**config.mk**
```make
export PLATFORM = sky130hd
export DESIGN_NAME = miv_rv32_ecc_tpram
export DESIGN_NICKNAME = d
export VERILOG_FILES = /design/src/rtl/miv_rv32_ecc_pkg.sv /design/src/rtl/miv_rv32_secded_codec.sv /design/src/rtl/miv_rv32_ecc_tpram.sv
export SDC_FILE = /design/constraint.sdc
export NUM_CORES = 2
export LEC_CHECK = 0
export BUFFER_PORTS_ARGS = -buffer_cell sky130_fd_sc_hd__buf_4
export CORE_MARGIN = 1.5
export CORE_UTILIZATION = 30
export DETAILED_ROUTE_END_ITERATION = 8
export GPL_TIMING_DRIVEN = 0
export PLACE_DENSITY = 0.49
export SETUP_SLACK_MARGIN = 0.15
export SYNTH_ARGS = -nofsm -noshare
export SYNTH_HDL_FRONTEND = slang
export SYNTH_SLANG_ARGS = --single-unit
```
**constraint.sdc**
```tcl
create_clock -name CLK -period 11.9 [get_ports CLK]
set_input_delay 2.38 -clock CLK [delete_from_list [all_inputs] [get_ports CLK]]
set_output_delay 2.38 -clock CLK [all_outputs]
set_load 0.005 [all_outputs]
```
**src/rtl/miv_rv32_ecc_pkg.sv**
```systemverilog
// miv_rv32_ecc_pkg: SECDED code geometry helpers and scrub FSM state type.
package miv_rv32_ecc_pkg;

    function automatic int ecc_check_bits(int data_width);
        int p = 1;
        while ((1 << p) < data_width + p + 1) p++;
        return p;
    endfunction

    function automatic int code_width(int data_width);
        return data_width + ecc_check_bits(data_width) + 1;
    endfunction

    typedef enum logic {S_IDLE, S_PEND} scrub_state_e;

endpackage

```
**src/rtl/miv_rv32_secded_codec.sv**
```systemverilog
// miv_rv32_secded_codec: combinational Hamming+parity encoder and decoder.
// Bit 0 is overall parity; bits 1..CW-1 are Hamming positions, check bits at powers of two.
module miv_rv32_secded_codec
    import miv_rv32_ecc_pkg::*;
#(
    parameter int DATA_WIDTH = 21,
    localparam int P = ecc_check_bits(DATA_WIDTH),
    localparam int CW = DATA_WIDTH + P + 1
) (
    input  logic [DATA_WIDTH-1:0] enc_data,
    output logic [CW-1:0]         enc_code,
    input  logic [CW-1:0]         dec_code,
    output logic [DATA_WIDTH-1:0] dec_data,
    output logic [DATA_WIDTH-1:0] dec_raw,
    output logic                  dec_sb,
    output logic                  dec_db
);

    logic [CW-1:1] dpl;
    logic [P-1:0]  hs, syn;
    logic          par_err;

    always_comb begin
        hs = '0;
        syn = '0;
        for (int i = 1; i < CW; i++) begin
            if (dpl[i]) hs = hs ^ P'(i);
            if (dec_code[i]) syn = syn ^ P'(i);
        end
    end

    assign par_err = ^dec_code;
    assign dec_sb = par_err;
    assign dec_db = !par_err && |syn;
    assign enc_code[0] = ^{enc_data, hs};

    // data index of position i is i minus the count of powers of two up to i, minus one
    for (genvar i = 1; i < CW; i++) begin : g_pos
        if ((i & (i - 1)) == 0) begin : g_chk
            assign dpl[i] = 1'b0;
            assign enc_code[i] = hs[$clog2(i)];
        end else begin : g_dat
            assign dpl[i] = enc_data[i - $clog2(i + 1) - 1];
            assign enc_code[i] = dpl[i];
            assign dec_raw[i - $clog2(i + 1) - 1] = dec_code[i];
            assign dec_data[i - $clog2(i + 1) - 1] = dec_code[i] ^ (par_err && syn == P'(i));
        end
    end

endmodule

```
**src/rtl/miv_rv32_ecc_tpram.sv**
```systemverilog
// miv_rv32_ecc_tpram: 1W/1R SECDED-protected RAM with deferred scrub write-back
// and saturating error counters.
module miv_rv32_ecc_tpram
    import miv_rv32_ecc_pkg::*;
#(
    parameter int DATA_WIDTH = 21,
    parameter int ADDR_WIDTH = 7,
    parameter int OUT_PIPE = 0,
    parameter int SCRUB_EN = 1,
    parameter int CNT_WIDTH = 8,
    localparam int CODE_W = code_width(DATA_WIDTH)
) (
    input  logic                  CLK,
    input  logic                  RESETN,
    input  logic                  WEN,
    input  logic [ADDR_WIDTH-1:0] WADDR,
    input  logic [DATA_WIDTH-1:0] WD,
    input  logic [CODE_W-1:0]     INJ_MASK,
    input  logic                  REN,
    input  logic [ADDR_WIDTH-1:0] RADDR,
    input  logic                  ECC_EN,
    input  logic                  CNT_CLR,
    output logic [DATA_WIDTH-1:0] RD,
    output logic                  RD_VALID,
    output logic                  SB_CORRECT,
    output logic                  DB_DETECT,
    output logic [CNT_WIDTH-1:0]  SB_COUNT,
    output logic [CNT_WIDTH-1:0]  DB_COUNT,
    output logic [ADDR_WIDTH-1:0] ERR_ADDR,
    output logic                  BUSY
);

    logic [CODE_W-1:0]     mem [2**ADDR_WIDTH];
    logic [CODE_W-1:0]     rcode, enc_code;
    logic [DATA_WIDTH-1:0] enc_data, dec_data, dec_raw, scrub_data, d1;
    logic [ADDR_WIDTH-1:0] raddr1, scrub_addr, out_addr;
    logic                  rvalid1, dec_sb, dec_db, sb1, db1, scrub_go;
    scrub_state_e          state;

    // scrub only ever writes when the host port is idle, so one encoder serves both
    assign scrub_go = state == S_PEND && !WEN;
    assign enc_data = WEN ? WD : scrub_data;
    assign BUSY = state == S_PEND;

    always_ff @(posedge CLK) begin
        if (WEN || scrub_go) mem[WEN ? WADDR : scrub_addr] <= enc_code ^ (WEN ? INJ_MASK : '0);
    end

    always_ff @(posedge CLK or negedge RESETN) begin
        if (!RESETN) begin
            rvalid1 <= 1'b0;
            rcode <= '0;
            raddr1 <= '0;
        end else begin
            rvalid1 <= REN;
            if (REN) begin
                rcode <= mem[RADDR];
                raddr1 <= RADDR;
            end
        end
    end

    miv_rv32_secded_codec #(.DATA_WIDTH(DATA_WIDTH)) u_codec (
        .enc_data (enc_data),
        .enc_code (enc_code),
        .dec_code (rcode),
        .dec_data (dec_data),
        .dec_raw  (dec_raw),
        .dec_sb   (dec_sb),
        .dec_db   (dec_db)
    );

    assign sb1 = rvalid1 && ECC_EN && dec_sb;
    assign db1 = rvalid1 && ECC_EN && dec_db;
    assign d1 = ECC_EN ? dec_data : dec_raw;

    if (OUT_PIPE != 0) begin : g_pipe
        always_ff @(posedge CLK or negedge RESETN) begin
            if (!RESETN) begin
                RD <= '0;
                RD_VALID <= 1'b0;
                SB_CORRECT <= 1'b0;
                DB_DETECT <= 1'b0;
                out_addr <= '0;
            end else begin
                RD <= d1;
                RD_VALID <= rvalid1;
                SB_CORRECT <= sb1;
                DB_DETECT <= db1;
                out_addr <= raddr1;
            end
        end
    end else begin : g_direct
        assign RD = d1;
        assign RD_VALID = rvalid1;
        assign SB_CORRECT = sb1;
        assign DB_DETECT = db1;
        assign out_addr = raddr1;
    end

    // a host write to the flagged address in the same cycle makes the corrected word stale
    always_ff @(posedge CLK or negedge RESETN) begin
        if (!RESETN) begin
            state <= S_IDLE;
            scrub_addr <= '0;
            scrub_data <= '0;
        end else if (state == S_IDLE) begin
            if (SB_CORRECT && SCRUB_EN != 0 && !(WEN && WADDR == out_addr)) begin
                state <= S_PEND;
                scrub_addr <= out_addr;
                scrub_data <= RD;
            end
        end else if (!WEN || WADDR == scrub_addr) begin
            state <= S_IDLE;
        end
    end

    always_ff @(posedge CLK or negedge RESETN) begin
        if (!RESETN) begin
            SB_COUNT <= '0;
            DB_COUNT <= '0;
            ERR_ADDR <= '0;
        end else begin
            if (CNT_CLR) begin
                SB_COUNT <= '0;
                DB_COUNT <= '0;
            end else begin
                if (SB_CORRECT && !(&SB_COUNT)) SB_COUNT <= SB_COUNT + 1'b1;
                if (DB_DETECT && !(&DB_COUNT)) DB_COUNT <= DB_COUNT + 1'b1;
            end
            if (SB_CORRECT || DB_DETECT) ERR_ADDR <= out_addr;
        end
    end

endmodule

```
==> metrics <==
outcome complete, but fails checks; failing checks capacitance limit, slew limit; crit path max fanout 10; Yosys reg bits 3543; ys async rst share 2.46%; CTS Root Cell clkbuf_16; Clock Path Buffers 4; share of layout cells above drive strength 1 between 30% and 40%; cell row count about 250; detailed-route DRC error count 0; largest cells by area after synthesis edfxtp_1 76%, mux4_2 15%, dfrtp_1 1.6%; setup bufs post-CTS 0; FILL cells about 40000; YS warnings 0; grt ovf 0; Vias between 70000 and 80000; vias in the first global route between 70000 and 80000; Leak 51.0 nW; Worst Hold Path Cells 1; IO Pins ~120; Slew HR -9.56%; count leader, synth edfxtp_1; met3 Use GR 6.78%; area of the multi-input gates 0.0305 sq mm; Post-DP HPWL roughly 380000 um; VDD IR max 1.46 mV; core area 0.453 sq mm; final net count about 7000; post-synthesis sequential area ratio between 70% and 80%; GRT busiest layer met2; cells after synthesis a little over 6000; Initial Utilization a little over 30%; Hold Path Class reg -> reg; CTS H-tree lvls 5; worst-skew pair later-pin latency 1000 ps; Setup TNS Final 0 ps; Clk pin slew, worst setup/hold paths about 60 ps; data arrival time of the worst path ~8600 ps; Syn Std Cell Area ~0.14 sq mm; CTS buffer count between 300 and 400; post-synth top area cell edfxtp_1; fmax between 0.1 and 0.15 GHz; initial antenna violation count slightly above 50; Crit Reg-Reg Startpoint mem[124][5]$_DFFE_PP_; TritonCTS clock tree done; Tmin final 7790 ps; R2R Setup Slk 7670 ps; Max Slew Vio Count 80; CP Class in -> reg; CTS sink count 3543; met1 track demand over resource between 20% and 30%; Post-synth EDFFs 3456; post-synth net total between 6000 and 7000; period utilization between 60% and 70%; Die H approximately 680 um; pin count of the biggest net entering global routing 88; hold buffers post-CTS 0; met2 Use GR between 30% and 40%; Setup violations, final 0; area grow syn2layout 20.6%; DR vias/cell roughly 5.7; CP startpoint kind primary input; Die Width approximately 680 um; fin area 0.165 sq mm; Antenna Nets Post-Route 0; DR WL/cell 40.3 um; first-pass GRT wire length a little under 700000 um; final number of hold-violating endpoints 0; post-cts sizing count 0; min-delay src ERR_ADDR[1]$_DFFE_PN0P_; RSZ-0062 raised after global routing no; share of the synthesized area in the top cell type 75.9%; wirelength, routed 535000 um; Final Skew a little under 80 ps; Yosys cell types 55; Iteration-0 DRC Markers around 12000; TritonRoute pass-1 iters 6; Post-DP Area 0.153 sq mm; GRT Util Overall 22.7%; worst r2r path cells 8; Die ar. ~0.46 sq mm; RD Place Congestion 0.928; Pwr Density roughly 240 mW/mm^2; CP Capture Type flop; CP required between 10000 and 15000 ps; Mean Syn Cell Area ~22 sq um; Critical Path Source RADDR[1]; r2r endpoint rcode[5]$_DFFE_PN0P_; leading cell types by count after synthesis 3456 x edfxtp_1, 881 x mux4_2, 231 x nor2_1; hold slack final approximately 530 ps; main flop type after synthesis edfxtp_1; Least-Margin Pin Slew approximately 1600 ps; Port Buffers about 110; register area between 0.1 and 0.15 sq mm; Worst Hold End ERR_ADDR[1]$_DFFE_PN0P_; max-cap check violation count 10
[where the power goes]
group	switching (mW)	total, mW	internal [mW]
Clock	5.04	11.7	6.66
Sequential	0.173	17.9	17.7
Combinational	6.77	9.19	2.42
[per-stage QoR]
step | std cells | power, mW | setup slack, ps | utilization [%]
floorplan | 6160 | 21.0 | 3520 | -
global placement | 12200 | 21.7 | -4380 | 32.0
detailed placement | 12600 | 27.1 | 3470 | 33.7
CTS | 13200 | 38.7 | 4480 | 36.4
global route | 13200 | 39.5 | 4230 | 36.4
finish | 13300 | 38.8 | 4110 | 36.4
[cells by family (layout without fill, tap and decap cells)]
kind of cell / Yosys count / after routing / synth area share (%)
compound gates: 636 / 636 / 3.36
xor+xnor: 172 / 172 / 1.19
fa+ha+maj: 2 / 2 / 0.0183
buf+inv: 361 / 1459 / 1.11
flops: 3543 / 3543 / 77.5
mux: 991 / 991 / 15.4
other cells: 0 / 33 / 0
simple gates: 455 / 455 / 1.49
[placed cells by master (no fill, tap or decap), drive strengths merged, types with 33 or more instances in the layout]
master,n
nand2,87
a211oi,51
nor2,231
xor2,59
clkbuf,660
a221oi,100
buf,572
mux2,47
mux2i,63
a22oi,118
bufinv,35
nor2b,48
a22o,101
o22ai,47
dfrtp,87
diode,33
mux4,881
edfxtp,3456
a21oi,133
clkinv,169
xnor2,105
[how the worst max path moves through the flow]
| stage | to | slack (ps) | cells after the start |
|---|---|---|---|
| 2_1_floorplan | mem[0][16]$_DFFE_PP_ | 3520 | 7 |
| 6_report | rcode[21]$_DFFE_PN0P_ | 4110 | 9 |
| 5_1_grt | rcode[23]$_DFFE_PN0P_ | 4230 | 11 |
| 4_1_cts | rcode[11]$_DFFE_PN0P_ | 4480 | 9 |
| 3_5_place_dp | rcode[10]$_DFFE_PN0P_ | 3470 | 9 |
| 3_3_place_gp | mem[122][3]$_DFFE_PP_ | -4380 | 7 |
[state kept, by name, summed over array words and instances (netlist names)]
register and count:
BUSY 1, DB_COUNT 8, ERR_ADDR 7, RD_VALID 1, SB_COUNT 8, mem 3456, out_addr 7, rcode 27
scrub_addr 7, scrub_data 21
[critical path, cell delays in order]
cell and delay, ps:
buf_2 270, buf_1 1060, clkbuf_1 1080, clkbuf_2 890, mux4_2 430, a221oi_1 900, o211ai_1 530, o21ai_0 860
a21oi_1 150
[layout make-up]
cell class                      instances  area share [%]
Antenna cell                           33          0.0501
Buffer                                351           0.946
Clock buffer                          463            6.00
Clock inverter                        217            1.26
Inverter                               10          0.0228
Multi-Input combinational cell       2256            18.5
Sequential cell                      3543            64.3
Tap cell                             5976            4.54
Timing Repair Buffer                  418            4.39
[layer usage]
| layer | share of wire (%) | wire [um] |
|---|---|---|
| met3 | 12 | 62600 |
| met5 | 0.050 | 267 |
| met2 | 44 | 237000 |
| met1 | 38 | 204000 |
| met4 | 5.9 | 31400 |
No activity file was read; power rests on OpenSTA's default activity.
